--- src/rtl/jtframe_dwnld_pack_pkg.sv ---
// Shared types for the ioctl-to-SDRAM byte packer: output FSM states and
// the active-low byte-mask encodings used on prog_mask.
package jtframe_dwnld_pack_pkg;

  typedef enum logic {
    ST_IDLE,
    ST_WRITE
  } state_e;

  localparam logic [1:0] MASK_LO   = 2'b10;  // low lane only (even byte)
  localparam logic [1:0] MASK_HI   = 2'b01;  // high lane only (odd byte)
  localparam logic [1:0] MASK_W    = 2'b00;  // full 16-bit word
  localparam logic [1:0] MASK_NONE = 2'b11;

endpackage

--- src/rtl/jtframe_dwnld_fifo.sv ---
// Small synchronous FIFO. A push into a full FIFO is dropped and reported on
// drop_o, unless a pop frees a slot in the same cycle.
module jtframe_dwnld_fifo #(
  parameter int DW    = 31,
  parameter int FIFOW = 2
) (
  input  logic          clk,
  input  logic          rst_n,
  input  logic          push_i,
  input  logic [DW-1:0] din_i,
  input  logic          pop_i,
  output logic [DW-1:0] dout_o,
  output logic          empty_o,
  output logic          drop_o
);

  localparam int DEPTH = 2 ** FIFOW;

  logic [DW-1:0] mem_q [DEPTH];
  logic [FIFOW:0] wr_q, rd_q;
  logic full, do_pop, do_push;

  assign empty_o = (wr_q == rd_q);
  assign full    = (wr_q[FIFOW] != rd_q[FIFOW]) &&
                   (wr_q[FIFOW-1:0] == rd_q[FIFOW-1:0]);
  assign do_pop  = pop_i && !empty_o;
  assign do_push = push_i && (!full || do_pop);
  assign drop_o  = push_i && full && !do_pop;
  assign dout_o  = mem_q[rd_q[FIFOW-1:0]];

  // NOTE: non-blocking (<=) in clocked blocks so every register samples
  // pre-edge values regardless of statement order.
  always_ff @(posedge clk or negedge rst_n) begin
    if (!rst_n) begin
      wr_q <= '0;
      rd_q <= '0;
    end else begin
      if (do_push) wr_q <= wr_q + 1'b1;
      if (do_pop)  rd_q <= rd_q + 1'b1;
    end
  end

  // NOTE: storage is deliberately left out of reset; empty pointers already
  // make stale contents unreachable, and a reset-free array maps to RAM.
  always_ff @(posedge clk) begin
    if (do_push) mem_q[wr_q[FIFOW-1:0]] <= din_i;
  end

endmodule

--- src/rtl/jtframe_dwnld_pack.sv ---
// Packs the ioctl byte stream into masked 16-bit SDRAM writes (prog_* port)
// and keeps dwnld_busy high until the last word has been acknowledged.
module jtframe_dwnld_pack
  import jtframe_dwnld_pack_pkg::*;
#(
  parameter int SDRAMW = 22,
  parameter int FIFOW  = 2
) (
  input  logic              clk,
  input  logic              rst_n,
  input  logic              downloading,
  input  logic [24:0]       ioctl_addr,
  input  logic [7:0]        ioctl_dout,
  input  logic              ioctl_wr,
  output logic [SDRAMW-1:0] prog_addr,
  output logic [15:0]       prog_data,
  output logic [1:0]        prog_mask,
  output logic              prog_we,
  input  logic              prog_rdy,
  output logic              dwnld_busy,
  output logic              ovf
);

  localparam int AW = SDRAMW + 1;  // byte address bits carried through
  localparam int DW = AW + 8;
  localparam logic [6:0] TMO = 7'd64;

  logic          unused_addr;
  logic [DW-1:0] fifo_dout;
  logic [AW-1:0] fifo_addr;
  logic [7:0]    fifo_data;
  logic          fifo_empty, fifo_drop, pop;

  logic          pend_valid_q;
  logic [AW-1:0] pend_addr_q;
  logic [7:0]    pend_data_q;
  logic [6:0]    tmo_cnt_q;
  logic          pend_load, pend_clr;

  logic              issue;
  logic [SDRAMW-1:0] w_addr;
  logic [15:0]       w_data;
  logic [1:0]        w_mask;

  state_e state_q;
  logic   dl_q, dl_rise;

  assign unused_addr = ^ioctl_addr[24:AW];
  assign fifo_addr   = fifo_dout[DW-1:8];
  assign fifo_data   = fifo_dout[7:0];
  assign dl_rise     = downloading && !dl_q;

  jtframe_dwnld_fifo #(.DW(DW), .FIFOW(FIFOW)) u_fifo (
    .clk     (clk),
    .rst_n   (rst_n),
    .push_i  (ioctl_wr && downloading),
    .din_i   ({ioctl_addr[AW-1:0], ioctl_dout}),
    .pop_i   (pop),
    .dout_o  (fifo_dout),
    .empty_o (fifo_empty),
    .drop_o  (fifo_drop)
  );

  // Packer decision; only acts while the output FSM is idle.
  // NOTE: every always_comb output gets a default first so no path infers a latch.
  always_comb begin
    pop       = 1'b0;
    issue     = 1'b0;
    pend_load = 1'b0;
    pend_clr  = 1'b0;
    w_addr    = pend_addr_q[AW-1:1];
    w_data    = {pend_data_q, pend_data_q};
    w_mask    = MASK_LO;
    if (state_q == ST_IDLE) begin
      if (!fifo_empty) begin
        if (pend_valid_q) begin
          issue    = 1'b1;
          pend_clr = 1'b1;
          if (fifo_addr[0] && fifo_addr[AW-1:1] == pend_addr_q[AW-1:1]) begin
            pop    = 1'b1;
            w_data = {fifo_data, pend_data_q};
            w_mask = MASK_W;
          end
        end else if (fifo_addr[0]) begin
          pop    = 1'b1;
          issue  = 1'b1;
          w_addr = fifo_addr[AW-1:1];
          w_data = {fifo_data, fifo_data};
          w_mask = MASK_HI;
        end else begin
          pop       = 1'b1;
          pend_load = 1'b1;
        end
      end else if (pend_valid_q && (!downloading || tmo_cnt_q == TMO)) begin
        issue    = 1'b1;
        pend_clr = 1'b1;
      end
    end
  end

  always_ff @(posedge clk or negedge rst_n) begin
    if (!rst_n) begin
      pend_valid_q <= 1'b0;
      pend_addr_q  <= '0;
      pend_data_q  <= '0;
      tmo_cnt_q    <= '0;
    end else begin
      if (pend_load) begin
        pend_valid_q <= 1'b1;
        pend_addr_q  <= fifo_addr;
        pend_data_q  <= fifo_data;
      end else if (pend_clr) begin
        pend_valid_q <= 1'b0;
      end
      tmo_cnt_q <= (pend_valid_q && fifo_empty && !issue) ? tmo_cnt_q + 1'b1 : '0;
    end
  end

  always_ff @(posedge clk or negedge rst_n) begin
    if (!rst_n) begin
      state_q   <= ST_IDLE;
      prog_we   <= 1'b0;
      prog_addr <= '0;
      prog_data <= '0;
      prog_mask <= MASK_NONE;
    end else begin
      case (state_q)
        ST_IDLE: if (issue) begin
          prog_addr <= w_addr;
          prog_data <= w_data;
          prog_mask <= w_mask;
          prog_we   <= 1'b1;
          state_q   <= ST_WRITE;
        end
        ST_WRITE: if (prog_rdy) begin
          prog_we <= 1'b0;
          state_q <= ST_IDLE;
        end
        default: state_q <= ST_IDLE;
      endcase
    end
  end

  always_ff @(posedge clk or negedge rst_n) begin
    if (!rst_n) begin
      dl_q       <= 1'b0;
      ovf        <= 1'b0;
      dwnld_busy <= 1'b0;
    end else begin
      dl_q <= downloading;
      ovf  <= (ovf && !dl_rise) || fifo_drop;
      if (dl_rise)
        dwnld_busy <= 1'b1;
      else if (!downloading && fifo_empty && !pend_valid_q && state_q == ST_IDLE)
        dwnld_busy <= 1'b0;
    end
  end

endmodule
--- config.mk ---
export PLATFORM = sky130hd
export DESIGN_NAME = jtframe_dwnld_pack
export DESIGN_NICKNAME = d
export VERILOG_FILES = /design/src/rtl/jtframe_dwnld_pack_pkg.sv /design/src/rtl/jtframe_dwnld_fifo.sv /design/src/rtl/jtframe_dwnld_pack.sv
export SDC_FILE = /design/constraint.sdc
export NUM_CORES = 1
export LEC_CHECK = 0
export ABC_AREA = 0
export BUFFER_PORTS_ARGS = -buffer_cell sky130_fd_sc_hd__buf_2
export CAP_MARGIN = 20
export CORE_ASPECT_RATIO = 0.7
export CORE_MARGIN = 2
export CORE_UTILIZATION = 53
export CTS_CLUSTER_SIZE = 20
export DETAILED_ROUTE_END_ITERATION = 16
export PLACE_DENSITY = 0.86
export SYNTH_ARGS = -nofsm -noshare
export SYNTH_HDL_FRONTEND = slang
export SYNTH_SLANG_ARGS = --single-unit
export TNS_END_PERCENT = 1
--- constraint.sdc ---
create_clock -name clk -period 3.77 [get_ports clk]
set_input_delay 0.377 -clock clk [delete_from_list [all_inputs] [get_ports clk]]
set_output_delay 0.377 -clock clk [all_outputs]
set_load 0.05 [all_outputs]
==> metrics.md <==
| Metric | Value |
|---|---|
| Status | complete, no violations |
| Total track usage | 21.7% |
| Hold Path End | dl_q |
| CTS tree | built |
| Switch share | 40.7% |
| Synth Instances | around 640 |
| Synth Cell Area | 9030 um^2 |
| Design Area, Final | approximately 11000 um^2 |
| Worst hold path class | input pin to flop |
| Worst-path clk slew | 0.06 ns |
| Post-DR vias/cell | just under 6 |
| Top Ports | 81 |
| Largest net degree at the start of global routing | 59 |
| Antenna diode count | 0 |
| Worst r2r src | u_fifo.rd_q[0] |
| Hold_sp | downloading |
| Fillers | 1167 |
| Total core area | 16500 um^2 |
| Die Span Y | between 100 and 150 um |
| YS warnings | 0 |
| CP Max Fanout | 24 |
| Largest area contributor in the netlist | edfxtp_1 |
| Area after DPL | 9790 um^2 |
| Power share of the clock group | 22.3% |
| Critical path class | flop to flop |
| Pint | 6160 uW |
| Syn_area_per_cell | 14.2 um^2 |
| Post-route DRC | 0 |
| Area growth from synthesis to final layout | 17.2% |
| Seq pwr share | roughly a third |
| Number of flops mapped to enable cells by yosys | 124 |
| CTS Root Cell | clkbuf_16 |
| Layout Nets | roughly 770 |
| Max-Cap Viols | 0 |
| Port Buffers | 78 |
| Worst skew pair latency | 0.50 ns |
| Crit path capture type | flop |
| DR iter-0 viols | ~480 |
| #FFs+latches synth | between 200 and 250 |
| Post-synthesis sequential area ratio | 65.9% |
| Most used flip-flop cell after synthesis | edfxtp_1 |
| First-pass GRT wire length | 30.4 mm |
| Hold Fails Final Rpt | 0 |
| Final setup vio count | 0 |
| Gr ovfl total | 0 |
| WHS Path Cells | 1 |
| Vias post-DR | around 5500 |
| Clk buf depth | 3 |
| Leak | 0.00407 uW |
| Critical Path Start | u_fifo.rd_q[0] |
| Worst r2r path cells | 9 |
| Sw power | 4230 uW |
| Sink Count | roughly 210 |
| Comb pwr share | 42.6% |
| Remaining antenna violation count after routing | 0 |
| Ys async rst share | 41.8% |
| Worst-margin pin slew | 0.890 ns |
| Commonest cells post-synth | 124 x edfxtp_1, 87 x dfrtp_1, 74 x nand2_1 |
| Net count after synthesis | 680 |
| Layout cells sized above 1 | 27.2% |
| Period Utilization, post-route | 94.4% |
| Placed Cells | a little over 900 |
| CP arrival | around 3.8 ns |
| RSZ-0062 raised after global routing | no |
| CP Data Required Time | ~4.0 ns |
| Cell Rows | 39 |
| Die area | 18100 um^2 |
| Yosys top cell area share | 41.2% |
| Die width | between 150 and 200 um |
| Routed wire length | a little under 20 mm |
| Post-CTS Setup Repair Bufs | 0 |
| Synth cell types | 41 |
| Vias in the first global route | 5559 |
| Starting Density | between 50 and 60% |
| CP Launch Type | flop |
| Fin cells | about 960 |
| Num CTS Buffers | 21 |
| H-tree levels | 1 |
| Pre-antenna DRT Iters | 6 |
| Antenna violations before repair | 0 |
| Hpwl dp | between 10 and 15 mm |
| Relative slew margins | 40.5% |
| Peak supply drop | 602 uV |
| Gpl congestion | 0.842 |
| Clock Skew | approximately 0.016 ns |
| Min Tclk post-route | between 3 and 4 ns |
| Synth area leaders | edfxtp_1 41%, dfrtp_1 24%, mux4_2 5.5%, mux2_2 3.6%, nand2_1 3.1% |
| Routed len/inst | 20.0 um |
| Dominant cell by count in the synthesized netlist | edfxtp_1 |
| Cell Pwr Density | about 980 nW/um^2 |
| Max Fclk | 0.281 GHz |
| Reg2reg end | u_fifo.mem_q[2][21] |
| Slew Limit Fails | 0 |
| Reg2reg setup slack | 0.21 ns |
registers in the layout, indices dropped and copies added (netlist names):
signal        count
u_fifo.mem_q    124
pend_addr_q      22
prog_addr        22
prog_data        16
pend_data_q       8
tmo_cnt_q         7
u_fifo.rd_q       3
u_fifo.wr_q       3
prog_mask         2
dl_q              1
dwnld_busy        1
ovf               1
pend_valid_q      1
prog_we           1
state_q           1
worst max path at each step:
stage | endpoint | slack [ns] | cells past startpoint
floorplan | u_fifo.mem_q[1][0] | -0.26 | 9
global placement | u_fifo.mem_q[2][12] | 0.36 | 9
detailed placement | u_fifo.mem_q[1][15] | 0.22 | 9
CTS | u_fifo.mem_q[2][21] | 0.17 | 9
global route | u_fifo.mem_q[2][21] | 0.05 | 9
finish | u_fifo.mem_q[2][21] | 0.21 | 9
cell type report:
cell class | count | area, um^2 | share of cell area (%)
Sequential cell | 213 | 5960 | 56.3
Multi-Input combinational cell | 372 | 2860 | 27.0
Timing Repair Buffer | 99 | 653 | 6.17
Clock buffer | 25 | 572 | 5.40
Tap cell | 225 | 282 | 2.66
Clock inverter | 13 | 204 | 1.93
Inverter | 14 | 52.6 | 0.497
cell families (layout without fill, tap and decap cells):
logic type | count (synthesis) | in the layout | synth area share, %
AOI/OAI and AO/OA | 96 | 96 | 6.42
xor gates and xnor gates | 34 | 34 | 3.30
adders and majority gates | 7 | 7 | 0.970
buffers and inverters | 50 | 151 | 2.58
DFF | 213 | 213 | 65.9
muxes | 71 | 71 | 13.0
and+or+nand+nor | 164 | 164 | 7.80
routing by layer:
metal | track usage (%) | vias up | part of all wire [%]
met5 | 0 | - | 0
met4 | 4.38 | 0 | 1.5
met3 | 4.14 | 25 | 6.9
met2 | 33.7 | 214 | 45
met1 | 32.8 | 2776 | 46
li1 | - | 2522 | -
power by group through the flow:
stage,Combinational (uW),Sequential [uW],Clock (uW)
global route,4770,3730,2440
global placement,4210,3630,0
floorplan,2630,4240,0
finish,4420,3660,2310
detailed placement,4370,3690,0
CTS,4420,3650,2350
timing repair:
item / 4_1_cts / 5_1_grt
gates resized for setup: 0 / 0
hold buffers: 1 / 0
endpoints found under the hold margin: 57 / 0
metrics by stage:
| stage | hold slack [ns] | total power (uW) | worst slack, ns | TNS (ns) | utilization [%] |
|---|---|---|---|---|---|
| after floorplan | 0.0814 | 6870 | -0.260 | -29.42 | - |
| after global placement | 0.432 | 7840 | 0.358 | 0 | 59.4 |
| after detailed placement | 0.451 | 8060 | 0.217 | 0 | 59.4 |
| after CTS | 0.0504 | 10400 | 0.172 | 0 | 64.1 |
| after global routing | 0.0482 | 10900 | 0.0460 | 0 | 64.1 |
| final | 0.0706 | 10400 | 0.212 | 0 | 64.1 |
cell usage in the layout (no fill, tap or decap), drive strengths merged, types with 25 or more instances in the layout:
cell / Yosys / final
a21oi: 26 / 26
buf: 12 / 98
clkbuf: 24 / 25
dfrtp: 87 / 87
edfxtp: 124 / 124
mux2: 30 / 30
mux4: 31 / 31
nand2: 75 / 75
nor2: 58 / 58
o21ai: 31 / 31
xnor2: 29 / 29
critical path, stage by stage (launching register included):
cell	delay, ns
dfrtp_2	0.76
buf_4	0.27
mux4_1	0.66
xnor2_1	0.23
nand3_1	0.16
nor4_4	0.27
nand2_4	0.11
a31o_2	0.33
nor2_2	0.19
buf_4	0.25
Note: power is estimated with default switching activity, not from simulation.
